[src/rtl/sample_issuer.sv]
// sample_issuer: accepts upstream samples, issues them to the FIR core,
// and requests a fresh coefficient set after every block of samples.
`timescale 1ns/1ps
module sample_issuer #(
  parameter int DATA_WIDTH = 16,
  parameter int BLOCK_SIZE = 1000,
  parameter int CNT_BITS   = 10
) (
  input  logic                  clk,
  input  logic                  n_rst,
  input  logic                  src_valid,
  input  logic [DATA_WIDTH-1:0] src_data,
  output logic                  src_ready,
  input  logic                  filt_busy,
  output logic                  filt_start,
  output logic [DATA_WIDTH-1:0] filt_sample,
  output logic                  cnt_up,
  output logic                  clear,
  output logic                  coeff_req,
  input  logic                  coeff_done,
  output logic                  block_done,
  output logic [CNT_BITS-1:0]   sample_count
);

  localparam logic [CNT_BITS-1:0] LP_BLK =
    CNT_BITS'(BLOCK_SIZE);

  typedef enum logic [2:0] {
    S_COEFF,
    S_CLEAR,
    S_ACCEPT,
    S_ISSUE,
    S_WAIT,
    S_END
  } state_t;

  state_t                r_state;
  logic [DATA_WIDTH-1:0] r_sample;
  logic [CNT_BITS-1:0]   r_count;
  logic                  w_hs;

  assign src_ready = (r_state == S_ACCEPT) && !filt_busy;
  assign w_hs      = src_valid && src_ready;

  // Pulses and levels decode directly from the state register.
  assign coeff_req    = (r_state == S_COEFF);
  assign clear        = (r_state == S_CLEAR);
  assign filt_start   = (r_state == S_ISSUE);
  assign cnt_up       = (r_state == S_ISSUE);
  assign block_done   = (r_state == S_END);
  assign filt_sample  = r_sample;
  assign sample_count = r_count;

  always_ff @(posedge clk or negedge n_rst) begin
    if (!n_rst) begin
      r_state  <= S_COEFF;
      r_sample <= '0;
      r_count  <= '0;
    end else begin
      unique case (r_state)
        S_COEFF: begin
          if (coeff_done) r_state <= S_CLEAR;
        end
        S_CLEAR: begin
          r_count <= '0;
          r_state <= S_ACCEPT;
        end
        S_ACCEPT: begin
          if (w_hs) begin
            r_sample <= src_data;
            r_count  <= r_count + CNT_BITS'(1);
            r_state  <= S_ISSUE;
          end
        end
        S_ISSUE: begin
          r_state <= S_WAIT;
        end
        S_WAIT: begin
          if (!filt_busy) begin
            r_state <= (r_count == LP_BLK) ? S_END : S_ACCEPT;
          end
        end
        S_END: begin
          r_state <= S_COEFF;
        end
        default: begin
          r_state <= S_COEFF;
        end
      endcase
    end
  end

endmodule
[config.mk]
export PLATFORM = sky130hd
export DESIGN_NAME = sample_issuer
export DESIGN_NICKNAME = d
export VERILOG_FILES = /design/src/rtl/sample_issuer.sv
export SDC_FILE = /design/constraint.sdc
export NUM_CORES = 1
export LEC_CHECK = 0
export ABC_CLOCK_PERIOD_IN_PS = 1700
export CAP_MARGIN = 20
export CORE_ASPECT_RATIO = 0.7
export CORE_MARGIN = 2
export CORE_UTILIZATION = 44
export DETAILED_ROUTE_END_ITERATION = 6
export GPL_TIMING_DRIVEN = 0
export PLACE_DENSITY = 0.79
export SKIP_LAST_GASP = 1
export SLEW_MARGIN = 15
export SYNTH_ARGS = -nofsm -noshare
export SYNTH_HDL_FRONTEND = slang
export SYNTH_SLANG_ARGS = --single-unit
[constraint.sdc]
create_clock -name clk -period 1.7 [get_ports clk]
set_input_delay 0.425 -clock clk [delete_from_list [all_inputs] [get_ports clk]]
set_output_delay 0.425 -clock clk [all_outputs]
set_load 0.005 [all_outputs]
==> results.json <==
{
  "run_status": "complete, but fails checks",
  "violations": "setup timing",
  "max-slew-margin-rel_pct": 56.60,
  "report.final.hold_viol_count": 0,
  "netlist-cell-type-count": 35,
  "filler_cell_count": 231,
  "drtPass1Iterations": 4,
  "cts-htree-levels": 2,
  "multi_input_combinational_cell_area_sq_um": 641.9,
  "power.ir.vdd_worst_mv": 0.9430,
  "report.final.setup_viol": 3,
  "final_layout_size_suffix_gt1_share_pct": 33.50,
  "detail-route-antenna-nets": 0,
  "commonest_cells_in_the_netlist": "dfrtp_1 (29), mux2_2 (15), nand2_1 (9)",
  "detail_route.drc_violations": 0,
  "total_leakage_power_uw": 0.0009664,
  "number_of_enable_flip_flop_cells_after_synthesis": 0,
  "detailedPlace.worstSlack_ns": -0.5011,
  "holdBufCountCts": 0,
  "final_min_period_over_clock_period_pct": 102.3,
  "globalRoute.busiestLayer": "met2",
  "postRouteWirelength_um": 3702,
  "cts_tree": "yes",
  "cp-end-kind": "output port",
  "portion_of_synthesized_cell_area_occupied_by_the_leading_cell_type_pct": 50.13,
  "nets": 219,
  "largest_net_degree_at_the_start_of_global_routing": 30,
  "placement.cell_area_sq_um": 2011,
  "rows": 17,
  "vias": 1272,
  "finalCriticalPeriod_ns": 1.739,
  "netlist_area_sq_um": 1448,
  "initial_antenna_violation_count": 0,
  "io_buffers": 52,
  "use_met2_pct": 33.33,
  "global_route.usage.met1_pct": 26.54,
  "non_filler_instance_count_after_layout": 235,
  "die_width_um": 72.56,
  "postSynthNetCount": 147,
  "worst-slew-pin-transition_ns": 0.6510,
  "wl_per_cell_um": 15.75,
  "maxClockFrequency_mhz": 575.1,
  "synth_largest_area_cell": "dfrtp_1",
  "synth.yosys.warnings": 0,
  "clock_path_buffers": 2,
  "synth.area.top_cells": "dfrtp_1 (50%), mux2_2 (12%), mux2i_1 (3.5%)",
  "dominantRegCellSynth": "dfrtp_1",
  "dp.cells": 214,
  "area_growth_pct": 55.23,
  "pwr_density_cell_nw_per_um2": 1547,
  "worst_skew_pair.late_latency_ns": 0.28,
  "fp.dieH_um": 51.99,
  "drt_iter0_drc": 168,
  "clock-skew-final_ns": 0.005300,
  "number_of_ports_placed_on_the_die_boundary": 53,
  "grt.overflow.total": 0,
  "finish.instance_area_sq_um": 2247,
  "ys_ff_latch": 29,
  "rsz_0062_raised_after_global_routing": "true",
  "worst-path-max-fanout": 4,
  "synthArstFlopShare_pct": 100.0,
  "crit_required_ns": 1.27,
  "synthesized_area_per_cell_sq_um": 11.67,
  "global_route.usage.total_pct": 21.41,
  "core_region_area_sq_um": 3148,
  "cts_root_buffer": "clkbuf_8",
  "start_util_pct": 45.99,
  "gp_congestion": 0.8658,
  "whs_ns": 0.1634,
  "cts.sink_count": 29,
  "dieArea_sq_um": 3772,
  "startpoint_type": "flip-flop",
  "timing_max_transition_violations_final": 0,
  "fin_ws_ns": -0.03892,
  "cts_bufs_inserted": 5,
  "antenna_cells_inserted": 0,
  "hold_removal_path_class": "input pin to asynchronous set/reset pin",
  "cp_class": "flip-flop to output port",
  "synthCells": 124,
  "via_per_inst": 5.413,
  "yosysMostFrequentCell": "dfrtp_1",
  "grt.met3_usage_pct": 8.721,
  "place.detailed.hpwl_um": 2387,
  "cp.arrival_ns": 1.31,
  "grt_pass1_wl_um": 5940,
  "timing.setup.tns_ns": -0.08387,
  "cts.reportedPaths.clkPinSlew_ns": 0.07,
  "cap_viol_max_count": 0,
  "grt_pass1_vias": 1188,
  "final-seq-area_sq_um": 735.7,
  "seq_total_area_yosys_pct": 50.13
}
## cell usage in the layout (no fill, tap or decap), types with 5 or more instances in the layout
| cell type | netlist | layout |
|---|---|---|
| buf_4 | 1 | 14 |
| nand2_1 | 9 | 9 |
| buf_6 | 4 | 7 |
| dfrtp_2 | 0 | 8 |
| clkbuf_8 | 0 | 6 |
| inv_1 | 7 | 7 |
| mux2i_1 | 5 | 5 |
| clkdlybuf4s50_1 | 0 | 44 |
| dfrtp_1 | 29 | 21 |
| mux2_2 | 15 | 15 |
| a21oi_1 | 6 | 6 |
## state kept, by name, summed over array words and instances, names as in the netlist
name / count
r_state: 3
filt_sample: 16
sample_count: 10
## power breakdown
group          switching, uW  internal, uW  leakage [uW]
clock network            274           476     0.0000574
registers                174           946      0.000355
logic                    583          1020      0.000554
total                   1030          2450      0.000966
## path summary, 6_finish.rpt
path | from | to | slack (ns) | cells past startpoint
max | r_state[2]$_DFFE_PN0P_ | src_ready | -0.04 | 4
min | n_rst | r_state[0]$_DFFE_PN0P_ | 0.16 | 1
max reg2reg | r_state[2]$_DFFE_PN0P_ | sample_count[4]$_DFFE_PN0P_ | 0.05 | 4
min reg2reg | filt_sample[2]$_DFFE_PN0P_ | filt_sample[2]$_DFFE_PN0P_ | 0.50 | 1
max in group asynchronous | n_rst | sample_count[5]$_DFFE_PN0P_ | 1.06 | 1
min in group clk | filt_sample[2]$_DFFE_PN0P_ | filt_sample[2]$_DFFE_PN0P_ | 0.50 | 1
## worst max-delay path, stage by stage (launching register included)
cell and delay, ns:
dfrtp_2 0.43, buf_6 0.13, or2_4 0.25, nor3_2 0.09, buf_2 0.13
## cell type report
class / instances / area share, %
Buffer: 4 / 1.559
Clock buffer: 6 / 3.675
Clock inverter: 2 / 1.670
Inverter: 8 / 1.559
Multi-Input combinational cell: 80 / 28.56
Sequential cell: 29 / 32.74
Tap cell: 38 / 2.116
Timing Repair Buffer: 68 / 28.12
## per-layer routing
metal / part of all wire, % / wire length, um
met1: 42 / 1563
met2: 46 / 1710
met3: 9.3 / 346
met4: 2.2 / 81
met5: 0 / 0
## through the flow
step / util (%) / power (uW)
floorplan: - / 1746
global placement: 64.03 / 2436
detailed placement: 63.87 / 2484
CTS: 70.27 / 3398
global route: 71.38 / 3679
finish: 71.38 / 3476
## what timing repair did
item | 4_1_cts | 5_1_grt
pin swaps | 3 | 3
endpoints found under the setup margin | 18 | 15
gates resized for setup | 32 | 11
buffers inserted | 10 | 7
## logic make-up after synthesis
kind of cell / count (synthesis) / synth area share (%)
xor+xnor: 1 / 0.6051
fa+ha+maj: 2 / 1.728
mux: 21 / 15.90
simple gates: 42 / 19.19
buf+inv: 15 / 6.741
compound gates: 14 / 5.704
flops: 29 / 50.13
(Power assumes the default switching activity.)
